**config.mk**
```make
export PLATFORM = sky130hd
export DESIGN_NAME = frame_sequencer
export DESIGN_NICKNAME = d
export VERILOG_FILES = /design/src/rtl/gfx_ctrl_pkg.sv /design/src/rtl/pulse_sync_edge.sv /design/src/rtl/frame_sequencer.sv
export SDC_FILE = /design/constraint.sdc
export NUM_CORES = 1
export LEC_CHECK = 0
export BUFFER_PORTS_ARGS = -buffer_cell sky130_fd_sc_hd__buf_2
export CORE_ASPECT_RATIO = 1.5
export CORE_UTILIZATION = 27
export CTS_CLUSTER_DIAMETER = 150
export DETAILED_ROUTE_END_ITERATION = 6
export PLACE_DENSITY_LB_ADDON = 0.2
export SETUP_SLACK_MARGIN = 0.4
export SLEW_MARGIN = 0
export SYNTH_ARGS = -nofsm -noshare
export SYNTH_HDL_FRONTEND = slang
export SYNTH_SLANG_ARGS = --single-unit
```
**constraint.sdc**
```tcl
create_clock -name clk_render -period 5.47 [get_ports clk_render]
set_input_delay 0.8205 -clock clk_render [delete_from_list [all_inputs] [get_ports clk_render]]
set_output_delay 0.8205 -clock clk_render [all_outputs]
set_load 0.02 [all_outputs]
```
**src/rtl/gfx_ctrl_pkg.sv**
```systemverilog
// Shared types and defaults for the graphics control blocks in the clk_render domain.
// Frame sequencer state encoding is exported so debug tooling can decode state_o.
package gfx_ctrl_pkg;

    typedef enum logic [2:0] {
        ST_IDLE   = 3'd0,
        ST_SWAP   = 3'd1,
        ST_START  = 3'd2,
        ST_ARM    = 3'd3,
        ST_RENDER = 3'd4
    } frame_seq_state_e;

    localparam int DEFAULT_TIMEOUT_CYCLES = 4_000_000;
    localparam int DEFAULT_ARM_CYCLES     = 4;
    localparam int DEFAULT_CNT_W          = 16;

endpackage

```
**src/rtl/pulse_sync_edge.sv**
```systemverilog
// Two-flop synchroniser for a slow level/pulse from another clock domain,
// followed by a rising-edge detector that yields a single-cycle strobe.
module pulse_sync_edge (
    input  logic clk,
    input  logic rst_n,
    input  logic async_in,
    output logic rise
);

    logic sync1;
    logic sync2;
    logic sync2_d;

    // sync2_d is a plain delay of the already-safe sync2 level, used only for edge detect
    always_ff @(posedge clk or negedge rst_n) begin
        if (!rst_n) begin
            sync1   <= 1'b0;
            sync2   <= 1'b0;
            sync2_d <= 1'b0;
        end else begin
            sync1   <= async_in;
            sync2   <= sync1;
            sync2_d <= sync2;
        end
    end

    assign rise = sync2 & ~sync2_d;

endmodule

```
**src/rtl/frame_sequencer.sv**
```systemverilog
// Per-frame controller: turns a pixel-domain frame pulse into swap/begin strobes,
// tracks renderer completion, drops overlapping frames and aborts hung renders.
module frame_sequencer
    import gfx_ctrl_pkg::*;
#(
    parameter int TIMEOUT_CYCLES = DEFAULT_TIMEOUT_CYCLES,
    parameter int ARM_CYCLES     = DEFAULT_ARM_CYCLES,
    parameter int CNT_W          = DEFAULT_CNT_W
) (
    input  logic             clk_render,
    input  logic             btn_rst_n,
    input  logic             frame_pix,
    input  logic             enable,
    input  logic             render_busy,
    output logic             fb_swap,
    output logic             begin_frame,
    output logic             render_abort,
    output logic [CNT_W-1:0] frame_count,
    output logic [CNT_W-1:0] drop_count,
    output logic [CNT_W-1:0] timeout_count,
    output logic [2:0]       state_o
);

    localparam int WD_W  = $clog2(TIMEOUT_CYCLES + 1);
    localparam int ARM_W = $clog2(ARM_CYCLES + 1);

    localparam logic [WD_W-1:0]  WD_LIMIT = WD_W'(TIMEOUT_CYCLES);
    localparam logic [ARM_W-1:0] ARM_LAST = ARM_W'(ARM_CYCLES - 1);
    localparam logic [CNT_W-1:0] CNT_MAX  = '1;

    frame_seq_state_e state;
    frame_seq_state_e next_state;

    logic             frame_edge;
    logic [ARM_W-1:0] arm_cnt;
    logic [WD_W-1:0]  wd_cnt;
    logic             arm_clr;
    logic             arm_inc;
    logic             wd_clr;
    logic             wd_inc;
    logic             frame_done;
    logic             frame_drop;

    pulse_sync_edge u_frame_sync (
        .clk      (clk_render),
        .rst_n    (btn_rst_n),
        .async_in (frame_pix),
        .rise     (frame_edge)
    );

    always_ff @(posedge clk_render or negedge btn_rst_n) begin
        if (!btn_rst_n) begin
            state <= ST_IDLE;
        end else begin
            state <= next_state;
        end
    end

    // Strobes are decoded from state so a reset mid-frame kills them immediately
    always_comb begin
        next_state   = state;
        fb_swap      = 1'b0;
        begin_frame  = 1'b0;
        render_abort = 1'b0;
        arm_clr      = 1'b0;
        arm_inc      = 1'b0;
        wd_clr       = 1'b0;
        wd_inc       = 1'b0;
        frame_done   = 1'b0;
        case (state)
            ST_IDLE: begin
                if (frame_edge && enable) begin
                    next_state = ST_SWAP;
                end
            end
            ST_SWAP: begin
                fb_swap    = 1'b1;
                next_state = ST_START;
            end
            ST_START: begin
                begin_frame = 1'b1;
                arm_clr     = 1'b1;
                next_state  = ST_ARM;
            end
            ST_ARM: begin
                if (render_busy) begin
                    wd_clr     = 1'b1;
                    next_state = ST_RENDER;
                end else if (arm_cnt == ARM_LAST) begin
                    frame_done = 1'b1;
                    next_state = ST_IDLE;
                end else begin
                    arm_inc = 1'b1;
                end
            end
            ST_RENDER: begin
                // Completion wins over the watchdog when both land on the same cycle
                if (!render_busy) begin
                    frame_done = 1'b1;
                    next_state = ST_IDLE;
                end else if (wd_cnt == WD_LIMIT) begin
                    render_abort = 1'b1;
                    next_state   = ST_IDLE;
                end else begin
                    wd_inc = 1'b1;
                end
            end
            default: begin
                next_state = ST_IDLE;
            end
        endcase
    end

    assign frame_drop = frame_edge && (state != ST_IDLE);

    always_ff @(posedge clk_render or negedge btn_rst_n) begin
        if (!btn_rst_n) begin
            arm_cnt <= '0;
            wd_cnt  <= '0;
        end else begin
            if (arm_clr) begin
                arm_cnt <= '0;
            end else if (arm_inc) begin
                arm_cnt <= arm_cnt + 1'b1;
            end
            if (wd_clr) begin
                wd_cnt <= '0;
            end else if (wd_inc) begin
                wd_cnt <= wd_cnt + 1'b1;
            end
        end
    end

    // frame_count wraps; drop and timeout counters stick at all-ones
    always_ff @(posedge clk_render or negedge btn_rst_n) begin
        if (!btn_rst_n) begin
            frame_count   <= '0;
            drop_count    <= '0;
            timeout_count <= '0;
        end else begin
            if (frame_done) begin
                frame_count <= frame_count + 1'b1;
            end
            if (frame_drop && (drop_count != CNT_MAX)) begin
                drop_count <= drop_count + 1'b1;
            end
            if (render_abort && (timeout_count != CNT_MAX)) begin
                timeout_count <= timeout_count + 1'b1;
            end
        end
    end

    assign state_o = state;

endmodule
```
Yosys cells after proc, flatten, opt, wreduce, memory -nomap -nowiden

Index checks and enable logic that the tools add are counted.

Add/sub/neg operators: 5
Equal/unequal tests: 11
Muxes and demuxes: 27
Bitwise logic cells: 2
Reductions and logical operators: 9

Operator list:

| kind                  | number |
|---|---|
| $add 16x1->16 const B | 3 |
| $mux 22               | 2 |
| $ne 16x16->1 const B  | 2 |
| $add 22x1->22 const B | 1 |
| $eq 22x22->1 const B  | 1 |
| $mux 3                | 7 |
| $mux 1                | 16 |
| $pmux 3 s5            | 1 |
| $eq 3x2->1 const B    | 3 |
| $ne 3x3->1 const B    | 2 |
| $logic_and 1x1->1     | 4 |
| $reduce_bool 2->1     | 2 |
| $add 3x1->3 const B   | 1 |
| $eq 3x1->1 const B    | 1 |
| $eq 3x3->1 const B    | 1 |
| $logic_not 3->1       | 1 |
| $reduce_and 3->1      | 1 |
| $reduce_bool 3->1     | 1 |
| $ne 2x2->1 const B    | 1 |
| $pmux 1 s2            | 1 |
| $and 1x1->1           | 1 |
| $not 1->1             | 1 |

Bits in registers: 79
Input bits: 5
Output and inout bits: 54
Word-level logic and storage cells: 63

Logic depth before layout (Yosys ltp)

Gate-level depths: netlist of run 1.

Depth after elaboration: 6
Gate-level depth with buffers: 9
Depth with buffers taken out: 7

By module

From an unflattened synthesis of run 1, not the netlist that was laid out.

Cell total of the unflattened synthesis: 367
Area total of the unflattened synthesis: 3952.5 um^2

By module, submodules not included:

| module          | instances | cells an instance | area each (um^2) |
|---|---|---|---|
| frame_sequencer | 1         | 363               | 3863.7 |
| pulse_sync_edge | 1         | 4                 | 88.8 |

Worst setup path before layout of run 1

No wires, ideal clock.

Kind: input port to output port
Start point: input port render_busy
End point: output port render_abort
Arrival time: 1629 ps
Path slack: 3020 ps
Cell stages on the path: 3
Path through: buf_2 nand2_1 nor4_4

Cells in the longest elaborated chain, start to end: 2

Ends and longest elaborated chain:

| what               | RTL line              | text |
|---|---|---|
| start: declaration | frame_sequencer.sv:14 | `input logic render_busy,` |
| $mux 1             | frame_sequencer.sv:98 | `if (!render_busy) begin` |
| $mux 1             | frame_sequencer.sv:70 | `case (state)` |
| end: declaration   | frame_sequencer.sv:17 | `output logic render_abort,` |

Every way passes these cells.

Worst setup path after layout of run 1

Start point: register wd_cnt[6]
End point: output port render_abort

Cells in the longest elaborated chain, start to end: 4

Ends and longest elaborated chain:

| what                     | RTL line               | text |
|---|---|---|
| start: declaration       | frame_sequencer.sv:36  | `logic [WD_W-1:0] wd_cnt;` |
| start signal: assignment | frame_sequencer.sv:129 | `wd_cnt <= wd_cnt + 1'b1;` |
| $eq 22x22->1             | frame_sequencer.sv:101 | `end else if (wd_cnt == WD_LIMIT) begin` |
| $mux 1                   | frame_sequencer.sv:101 |  |
| $mux 1                   | frame_sequencer.sv:98  |  |
| $mux 1                   | frame_sequencer.sv:70  |  |

Every way passes these cells.

==> impl_metrics.yaml, run 1 <==
yosys:
  synth-warning-count: 0
  synthesized_nets: 380
  synthesis.area_per_instance_um2: 10.5
  async_flop_share_pct: 100
  synth_top_flop_cell: "sky130_fd_sc_hd__dfrtp_1"
  post_synth_inst_count: 368
  synth_sequential_area_ratio_pct: 51.2
  count_of_distinct_cell_types_in_the_synthesized_netlist: 49
  synth-edff-count: 0
  postSynthRegisterBits: 79
  mappedNetlistArea_um2: 3860
floorplanning:
  boundaryPins: 59
  chipHeight_um: 149
  core_area_um2: 14000
  initial_utilization_pct: 27.6
  core.rowCount: 53
  die_area_um2: 14800
  die-width_um: 99.7
power:
  comb_power_share_pct: 16.2
  ir_worst_vdd_v: 0.000211
  pwr-share-clk_pct: 42.7
  total_power_mw: 1.72
  power_per_cell_area_nw_per_um2: 363
  part_of_the_total_power_dissipated_in_sequential_elements_pct: 41.1
  switching_power_mw: 0.489
  cell_internal_pwr_mw: 1.23
  total_leakage_power_nw: 2.22
  p_sw_share_pct: 28.5
final_layout:
  drive_gt1_share_pct: 20.0
  area_growth_pct: 22.3
  diodes: 0
  final.fill_count: 1428
  final_net_count: 442
clocking:
  clock_sink_count: 79
  clock_tree.buffer_depth: 2
  post_cts.resized_instances: 0
  cts_hold_buf: 0
  clock_tree.htree_level_count: 3
  cts_setup_buffers: 0
  clkLatencyLatePin_ps: 340
  numCtsBuffers: 9
  cts_tree: "built"
  path_clk_slew_ps: 60
  cts_root_buf: "sky130_fd_sc_hd__clkbuf_16"
critical_path:
  worst_r2r_start: "wd_cnt[0]"
  slowest_cell_delay_on_critical_path_ps: 520
  timing_worst_setup_path_type: "register to output port"
  crit_family: "simple AND/OR/NAND/NOR gates"
  cp_slowest_cell: "sky130_fd_sc_hd__or4_4"
  r2r_setup_slk_ps: 2760
  worstPathCellList: "nand4bb_1 -> or4_4 -> nor4_4 -> buf_2"
  critical_path.max_fanout: 8
  worst_setup_path_end_kind: "output port"
  cp.depth: 4
  timing.critical_path.arrival_ps: 2140
  worstReg2RegEnd: "wd_cnt[12]"
  reg2regPathDepth: 7
  startpoint_type: "register"
  critPathBufInv: 1
  worst_ep_required_time_ps: 4650
placement:
  port_buffers: 58
  gp_congestion: 0.770
  post-dp-hpwl_um: 6170
sta:
  timing.final.crit_period_ps: 2960
  worst_slew_margin_rel_pct: 15.8
  max_slew.worst_pin.slew_ps: 1250
  fin_crit_sh_pct: 54.0
  timing.fmax_mhz: 338
  finalMaxSlewViolations: 0
  finalSetupTns_ps: 0
  setup-violations-final: 0
  rsz0062_at_grt: "no"
  worst_clock_skew_ps: 8.76
  final_hold_viol_count: 0
grt:
  largest_net_degree_at_the_start_of_global_routing: 75
  grt_antenna_before_repair: 0
  grt.total_usage_pct: 12.7
  grt_first_pass_wirelength_um: 14700
  grt_overflow_total: 0
  number_of_global_route_vias_before_repair: 2981
detailed_routing:
  antenna_violating_nets_post_route: 0
  drt_wl_total_um: 8620
  detailedRoute.firstPassIterationCount: 4
  drc: 0
  detail_route.iter0.violations: 135
  routedWlPerCell_um: 13.8
  detail_route.vias_per_cell: 4.71
  detailroute.via_count: 2952
run_status:
  status: "complete, no violations"
flow_run:
  drv.max_cap_violation_count: 0
min_path:
  holdCritPathClass: "primary input to asynchronous set/reset pin"
-- cells in the final DEF, fill, tap and decap left out, drive strengths merged, types with 2 or more instances in the layout --
cell,netlist,routed
xor2,15,15
or2,2,2
ha,7,7
nor4,9,9
or4,6,6
xnor2,34,34
and4,7,7
o21a,3,3
dfrtp,79,79
nor2,25,25
nand3,28,28
buf,5,60
nor3,9,9
or3,3,3
o31a,2,2
mux2,7,7
o211ai,3,3
nand2b,4,4
and3,12,12
o21ai,11,11
a21oi,8,8
nor4bb,3,3
nor4b,2,2
nor3b,2,2
bufinv,0,4
and2,2,2
nand4,21,21
nand2,34,34
inv,10,11
o31ai,2,2
clkbuf,4,11
-- stage by stage --
| step | area (um2) | hold WS [ps] | std cells | worst slack (ps) | utilization (%) |
|---|---|---|---|---|---|
| 2_1_floorplan | 3860 | 331 | 368 | 3020 | - |
| 3_3_place_gp | 4370 | 345 | 611 | 2750 | 31.2 |
| 3_5_place_dp | 4370 | 338 | 611 | 2720 | 31.2 |
| 4_1_cts | 4730 | 275 | 627 | 2510 | 33.8 |
| 5_1_grt | 4730 | 272 | 627 | 2390 | 33.8 |
| 6_report | 4730 | 277 | 627 | 2510 | 33.8 |
-- metal layers --
| metal | routed length [um] | GRT usage (%) | vias up | part of all wire, % |
|---|---|---|---|---|
| met2 | 4510 | 22.2 | 39 | 52 |
| met5 | 0 | 0 | - | 0 |
| met3 | 256 | 2.58 | 11 | 3.0 |
| li1 | - | - | 1445 | - |
| met1 | 3700 | 14.8 | 1457 | 43 |
| met4 | 153 | 5.51 | 0 | 1.8 |
-- logic make-up after synthesis --
group / Yosys count / synth area share [%]
and+or+nand+nor: 175 / 26.1
DFF: 79 / 51.2
xor gates and xnor gates: 49 / 11.1
AOI/OAI and AO/OA: 31 / 4.86
buffers and inverters: 19 / 2.17
muxes: 8 / 2.30
adders and majority gates: 7 / 2.27
-- power by group through the flow --
| stage | Combinational, mW | Sequential, mW | Clock (mW) |
|---|---|---|---|
| after CTS | 0.284 | 0.705 | 0.750 |
| after detailed placement | 0.284 | 0.715 | 0 |
| final | 0.278 | 0.705 | 0.733 |
| after global routing | 0.308 | 0.717 | 0.776 |
| after floorplan | 0.135 | 0.752 | 0 |
| after global placement | 0.279 | 0.714 | 0 |
-- Yosys cell counts, types with 2 or more instances --
cell | n | share of area [%]
sky130_fd_sc_hd__ha_1 | 7 | 2.3
sky130_fd_sc_hd__nand2b_1 | 4 | 0.65
sky130_fd_sc_hd__dfrtp_1 | 79 | 51
sky130_fd_sc_hd__o21ai_0 | 10 | 1.3
sky130_fd_sc_hd__nor3_1 | 8 | 1.0
sky130_fd_sc_hd__nand2_1 | 34 | 3.3
sky130_fd_sc_hd__mux2_2 | 4 | 1.2
sky130_fd_sc_hd__nand4_1 | 20 | 3.2
sky130_fd_sc_hd__xnor2_1 | 34 | 7.7
sky130_fd_sc_hd__nor3b_1 | 2 | 0.39
sky130_fd_sc_hd__nor4b_1 | 2 | 0.45
sky130_fd_sc_hd__o211ai_1 | 3 | 0.58
sky130_fd_sc_hd__and2_1 | 2 | 0.32
sky130_fd_sc_hd__nor2_1 | 25 | 2.4
sky130_fd_sc_hd__buf_2 | 4 | 0.52
sky130_fd_sc_hd__clkbuf_1 | 4 | 0.39
sky130_fd_sc_hd__xor2_1 | 15 | 3.4
sky130_fd_sc_hd__or2_2 | 2 | 0.32
sky130_fd_sc_hd__or3_1 | 3 | 0.49
sky130_fd_sc_hd__a21oi_1 | 8 | 1.0
sky130_fd_sc_hd__o31ai_1 | 2 | 0.39
sky130_fd_sc_hd__nand3_1 | 28 | 3.6
sky130_fd_sc_hd__or4_1 | 5 | 0.97
sky130_fd_sc_hd__inv_1 | 10 | 0.97
sky130_fd_sc_hd__mux2_1 | 3 | 0.87
sky130_fd_sc_hd__and3_1 | 11 | 1.8
sky130_fd_sc_hd__o21a_1 | 3 | 0.58
sky130_fd_sc_hd__and4_1 | 6 | 1.4
sky130_fd_sc_hd__o31a_1 | 2 | 0.45
sky130_fd_sc_hd__nor4_1 | 7 | 1.1
sky130_fd_sc_hd__nor4bb_1 | 3 | 0.78
-- flip-flops by register name (all words and copies together), names as in the netlist --
signal and cells:
arm_cnt 3, drop_count 16, frame_count 16, state_o 3
timeout_count 16, u_frame_sync.sync1 1, u_frame_sync.sync2 1, u_frame_sync.sync2_d 1
wd_cnt 22
-- layout make-up --
cell class / instances / area, um2 / area share (%)
Tap cell: 192 / 240 / 5.08
Timing Repair Buffer: 60 / 308 / 6.51
Sequential cell: 79 / 1980 / 41.8
Multi-Input combinational cell: 270 / 1800 / 38.1
Clock inverter: 5 / 129 / 2.73
Inverter: 10 / 37.5 / 0.794
Clock buffer: 11 / 233 / 4.92
-- worst max path at each step --
stage                 from      endpoint  slack [ps]
2_1_floorplan  render_busy  render_abort        3020
3_3_place_gp   render_busy  render_abort        2750
3_5_place_dp   render_busy  render_abort        2720
4_1_cts          wd_cnt[6]  render_abort        2510
5_1_grt         state_o[1]  render_abort        2390
6_report         wd_cnt[6]  render_abort        2510
(Power assumes the default switching activity.)
==> run 2, diff against run 1 <==
ABC_AREA = 1   (was not set)
clock period = 2.76 ns   (was 5.47 ns; I/O delays follow)
==> run 2 against run 1 <==
The run now ends with DRC left. Flip-flop and latch count unchanged. Global-route usage increased by 1.4 points. Register-to-register slack got worse by 1900 ps. Cell area increased by 19%. Synthesized area increased by 25%. Clock power increased by 66%. Critical endpoint unchanged. Largest cell class is now multi-input combinational cells. Highest routed layer unchanged.
==> impl_metrics.yaml, run 2 <==
yosys:
  count_of_distinct_cell_types_in_the_synthesized_netlist: 33
  synth-warning-count: 0
  post-synth-top-area-fraction_pct: 41.1
  synth_sequential_area_ratio_pct: 41.1
  post-synth-top-count-cell: "sky130_fd_sc_hd__nand2_1"
  post_synth_inst_count: 660
  async_flop_share_pct: 100
  synth.largest_area_cell: "sky130_fd_sc_hd__dfrtp_1"
  synth_top_cells_by_count: "sky130_fd_sc_hd__nand2_1, sky130_fd_sc_hd__dfrtp_1, sky130_fd_sc_hd__nor2_1"
  synth-edff-count: 0
  post_synth_main_area_contributors: "sky130_fd_sc_hd__dfrtp_1, sky130_fd_sc_hd__nand2_1, sky130_fd_sc_hd__nor2_1"
  synthesized_nets: 672
  mappedNetlistArea_um2: 4810
  synth_top_flop_cell: "sky130_fd_sc_hd__dfrtp_1"
  synthesis.area_per_instance_um2: 7.29
  postSynthRegisterBits: 79
clocking:
  post_cts.resized_instances: 0
  path_clk_slew_ps: 60
  cts_hold_buf: 0
  cts_setup_buffers: 0
  clock_tree.htree_level_count: 3
  cts_tree: "built"
  clock_sink_count: 79
  cts_root_buf: "sky130_fd_sc_hd__clkbuf_16"
  clock_tree.buffer_depth: 2
  numCtsBuffers: 9
  clkLatencyLatePin_ps: 340
sta:
  finalSetupTns_ps: 0
  final_hold_viol_count: 0
  fin_crit_sh_pct: 80.2
  rsz0062_at_grt: "no"
  worst_clock_skew_ps: 8.08
  post_layout_worst_setup_margin_ps: 547
  timing.fmax_mhz: 452
  setup-violations-final: 0
  max_slew.worst_pin.slew_ps: 762
  timing.final.crit_period_ps: 2210
  finalMaxSlewViolations: 0
  worst_slew_margin_rel_pct: 49.2
  hold-worst-slack_ps: 41.1
run_status:
  violations_in_the_final_reports: "DRC"
  status: "finished with violations"
final_layout:
  drive_gt1_share_pct: 15.5
  largest_register_ff_count: 22
  final_common_cell: "sky130_fd_sc_hd__nand2_1"
  final_net_count: 734
  layout_common_cells: "sky130_fd_sc_hd__nand2_1, sky130_fd_sc_hd__dfrtp_1, sky130_fd_sc_hd__nor2_1"
  registers.top_by_ff_count: "wd_cnt"
  diodes: 0
  area_growth_pct: 16.8
floorplanning:
  die_area_um2: 18400
  core.rowCount: 59
  die-width_um: 111
  boundaryPins: 59
  initial_utilization_pct: 27.6
  chipHeight_um: 165
  core_area_um2: 17400
detailed_routing:
  top_layer: "met4"
  drc: 12
  met1Wirelength_um: 5280
  drt_wl_total_um: 12200
  routedWlPerCell_um: 13.0
  antenna_violating_nets_post_route: 0
  detailroute.via_count: 4205
  detail_route.iter0.violations: 260
  detailroute.wirelength.met2_um: 6430
  detail_route.vias_per_cell: 4.47
  routed-wl-met3_um: 263
  detailedRoute.firstPassIterationCount: 7
critical_path:
  worst_ep_required_time_ps: 2350
  startpoint_type: "register"
  r2r_setup_slk_ps: 840
  timing_worst_setup_path_type: "register to output port"
  timing.critical_path.arrival_ps: 1800
  worstReg2RegEnd: "drop_count[15]"
  worst_setup_path_end_kind: "output port"
  worst_r2r_start: "drop_count[0]"
  critical_path.max_fanout: 7
  reg2regPathDepth: 8
placement:
  gp_congestion: 0.826
  port_buffers: 58
  post-dp-hpwl_um: 9140
  preCtsSetupSlack_ps: 825
power:
  total_leakage_power_nw: 2.69
  power_per_cell_area_nw_per_um2: 649
  total_power_mw: 3.65
  ir_worst_vdd_v: 0.000262
grt:
  grt_overflow_total: 0
  grt_first_pass_wirelength_um: 20400
  grt.total_usage_pct: 14.1
  largest_net_degree_at_the_start_of_global_routing: 37
  grt_antenna_before_repair: 0
  number_of_global_route_vias_before_repair: 4111
flow_run:
  drv.max_cap_violation_count: 0
min_path:
  holdCritPathClass: "primary input to asynchronous set/reset pin"
## run 2: changes by cell type after synthesis, sizes merged, moves of 12 or more
cell and delta:
xor2 +13, nor2 +61, nand2 +200, inv +60, xnor2 -27, and3 -12, nand3 +27
## run 2: worst max-delay path by stage
stage                        startpoint            end  slack [ps]  depth (start not counted)
after detailed placement  drop_count[0]  drop_count[9]         830                          8
final                         wd_cnt[0]   render_abort         550                          7
after global placement    drop_count[0]  drop_count[3]         850                          8
after CTS                     wd_cnt[0]   render_abort         500                          7
after global routing          wd_cnt[0]   render_abort         410                          7
after floorplan               wd_cnt[0]   render_abort        1020                          7
## run 2: cell type report
class	count	area, um2
Sequential cell	79	1980
Timing Repair Buffer	61	328
Clock buffer	10	239
Fill cell	1876	11800
Tap cell	213	267
Multi-Input combinational cell	500	2480
Clock inverter	6	60.1
Inverter	71	272
## run 2: kinds of logic after synthesis
family | count (synthesis) | synth area share (%)
simple gates | 433 | 39.9
buf+inv | 81 | 7.44
flops | 79 | 41.1
xor+xnor | 35 | 6.37
compound gates | 25 | 3.33
fa+ha+maj | 7 | 1.82
## run 2: layer usage
metal | global-route usage, % | vias up
li1 | - | 2219
met1 | 15.7 | 1925
met2 | 26.7 | 46
met3 | 2.19 | 15
met4 | 5.67 | 0
met5 | 0 | -
## run 2: per-stage QoR
step / instances / cell area [um2] / utilization (%)
CTS: 940 / 5620 / 32.2
global placement: 924 / 5320 / 30.5
detailed placement: 924 / 5320 / 30.5
global route: 940 / 5620 / 32.2
finish: 940 / 5620 / 32.2
floorplan: 660 / 4810 / -
## run 2: worst max-delay path, cell delays in order, from the launching register on
cell                      delay [ps]
sky130_fd_sc_hd__dfrtp_1         440
sky130_fd_sc_hd__inv_1           120
sky130_fd_sc_hd__ha_1            190
sky130_fd_sc_hd__nand3_1          80
sky130_fd_sc_hd__nor2_1          200
sky130_fd_sc_hd__nand3_4         130
sky130_fd_sc_hd__nor2_4          120
sky130_fd_sc_hd__buf_2           170
## run 2: report_power, final
part | internal, mW | total [mW] | switching, mW
clock network | 0.721 | 1.22 | 0.495
registers | 1.31 | 1.50 | 0.193
logic | 0.296 | 0.928 | 0.632
total | 2.33 | 3.65 | 1.32
==> run 3, diff against run 2 <==
clock period = 2.09 ns   (was 2.76 ns; I/O delays follow)
==> run 3 against run 2 <==
Setup slack got worse by 240 ps. Via count increased by 5.8%. Cell area increased by 10%. Clock power increased by 35%. Die area unchanged. Critical endpoint unchanged. Sequential share of layout area decreased by 3.0 points. Global-route usage increased by 0.43 points. First-iteration DRC count decreased by 2.3%. Critical path depth unchanged. The run still ends with DRC left. Clock skew increased by 3.2 ps. Non-clock buffer count increased by 39.
==> impl_metrics.yaml, run 3 (synthesis gave the netlist of run 2 again) <==
run_status:
  status: "finished with violations"
  violations_in_the_final_reports: "DRC"
final_layout:
  finalCoreUtilization_pct: 35.5
  layoutNonFillerInstCount: 981
  final.fill_count: 1877
  final_net_count: 775
  registers.top_by_ff_count: "wd_cnt"
  final_common_cell: "sky130_fd_sc_hd__nand2_1"
  layout_common_cells: "sky130_fd_sc_hd__nand2_1, sky130_fd_sc_hd__nor2_1, sky130_fd_sc_hd__dfrtp_1"
  drive_gt1_share_pct: 25.5
  diodes: 0
  area_growth_pct: 28.7
  largest_register_ff_count: 22
sta:
  timing.final.crit_period_ps: 1780
  finalMaxSlewViolations: 0
  final_hold_viol_count: 0
  hold-worst-slack_ps: 81.9
  finalSetupTns_ps: 0
  worst_clock_skew_ps: 11.3
  timing.fmax_mhz: 562
  post_layout_worst_setup_margin_ps: 310
  max_slew.worst_pin.slew_ps: 372
  rsz0062_at_grt: "yes"
  worst_slew_margin_rel_pct: 75.0
  fin_crit_sh_pct: 85.2
  setup-violations-final: 0
floorplanning:
  core.rowCount: 59
  chipHeight_um: 165
  core_area_um2: 17400
  initial_utilization_pct: 27.6
  boundaryPins: 59
  die_area_um2: 18400
  die-width_um: 111
critical_path:
  worstPathCellList: "inv_2 -> ha_4 -> nand3_4 -> nor2_4 -> nand3_4 -> nor2_4 -> buf_6"
  timing.critical_path.arrival_ps: 1470
  cp_slowest_cell: "sky130_fd_sc_hd__dfrtp_2"
  worst_ep_required_time_ps: 1780
  crit_family: "flip-flops"
  timing_worst_setup_path_type: "register to output port"
  critical_path.max_fanout: 2
  slowest_cell_delay_on_critical_path_ps: 400
  critPathBufInv: 2
  startpoint_type: "register"
  worst_setup_path_end_kind: "output port"
power:
  part_of_the_total_power_dissipated_in_sequential_elements_pct: 37.8
  total_leakage_power_nw: 2.95
  p_sw_share_pct: 36.5
  switching_power_mw: 1.91
  cell_internal_pwr_mw: 3.33
  pwr-share-clk_pct: 31.4
  power_per_cell_area_nw_per_um2: 847
  ir_worst_vdd_v: 0.000334
  comb_power_share_pct: 30.8
clocking:
  cts_root_buf: "sky130_fd_sc_hd__clkbuf_16"
  clkLatencyLatePin_ps: 340
  cts_tree: "built"
  clock_tree.buffer_depth: 2
  clock_tree.htree_level_count: 3
  clock_sink_count: 79
  numCtsBuffers: 9
  path_clk_slew_ps: 60
grt:
  number_of_global_route_vias_before_repair: 4289
  largest_net_degree_at_the_start_of_global_routing: 57
  grt.total_usage_pct: 14.5
  grt_antenna_before_repair: 0
  grt_first_pass_wirelength_um: 21000
  grt_overflow_total: 0
detailed_routing:
  detailedRoute.firstPassIterationCount: 6
  antenna_violating_nets_post_route: 0
  drc: 12
  drt_wl_total_um: 12900
  detailroute.via_count: 4448
  routedWlPerCell_um: 13.1
  detail_route.iter0.violations: 254
  detail_route.vias_per_cell: 4.53
placement:
  gp_congestion: 0.817
  post-dp-hpwl_um: 9170
  dpl.cell_count: 934
  port_buffers: 58
  preCtsSetupSlack_ps: 177
min_path:
  holdCritPathClass: "primary input to register"
flow_run:
  drv.max_cap_violation_count: 0
## run 3: cell count changes in the layout (fill, tap and decap cells not counted), moves of 5 or more
cell,delta
sky130_fd_sc_hd__dfrtp_2,+14
sky130_fd_sc_hd__nor3_1,-5
sky130_fd_sc_hd__buf_4,+36
sky130_fd_sc_hd__dfrtp_1,-14
sky130_fd_sc_hd__nor2_4,+6
sky130_fd_sc_hd__nor2_1,-8
sky130_fd_sc_hd__nand3_1,-6
## run 3: layout make-up
cell class | instances | area, um2 | area share (%)
multi-input cells | 501 | 2690 | 43.4
repair buffers | 100 | 646 | 10.4
clock buffers | 10 | 239 | 3.86
inverters | 71 | 279 | 4.51
repair inverters | 1 | 11.3 | 0.182
flip-flops and latches | 79 | 1990 | 32.2
clock inverters | 6 | 68.8 | 1.11
well taps | 213 | 267 | 4.30
## run 3: timing repair
action                                  CTS  global route
buffers inserted                         18            10
endpoints found under the hold margin    23             0
cloned                                    0             2
hold buffers                              1             0
gates resized for setup                  32            35
pin swaps                                 7             7
endpoints found under the setup margin   59            66
## run 3: layer usage
metal / track usage [%] / share of wire [%] / vias to the layer above
met5: 0 / 0 / -
met4: 6.23 / 2.0 / 0
met2: 27.5 / 54 / 61
met1: 16.2 / 42 / 2063
met3: 2.19 / 2.3 / 14
li1: - / - / 2310
## run 3: worst paths after layout
kind,depth (start not counted),to,slack [ps],startpoint
max in group asynchronous,3,state_o[0],1030,btn_rst_n
min reg2reg,0,u_frame_sync.sync2,350,u_frame_sync.sync1
min in group asynchronous,2,frame_count[8],410,btn_rst_n
min,1,u_frame_sync.sync1,80,frame_pix
max reg2reg,11,wd_cnt[17],500,wd_cnt[0]
max,7,render_abort,310,wd_cnt[0]
## run 3: power groups by stage
stage | clock (mW) | sequential, mW | combinational [mW]
finish | 1.65 | 1.98 | 1.61
detailed placement | 0 | 2.01 | 1.28
global route | 1.76 | 2.01 | 1.80
global placement | 0 | 2.01 | 1.28
floorplan | 0 | 2.10 | 0.784
CTS | 1.71 | 1.96 | 1.54
## run 3: stage by stage
stage | power, mW | area, um2
2_1_floorplan | 2.88 | 4810
3_3_place_gp | 3.30 | 5390
3_5_place_dp | 3.29 | 5390
4_1_cts | 5.21 | 5960
5_1_grt | 5.57 | 6190
6_report | 5.25 | 6190
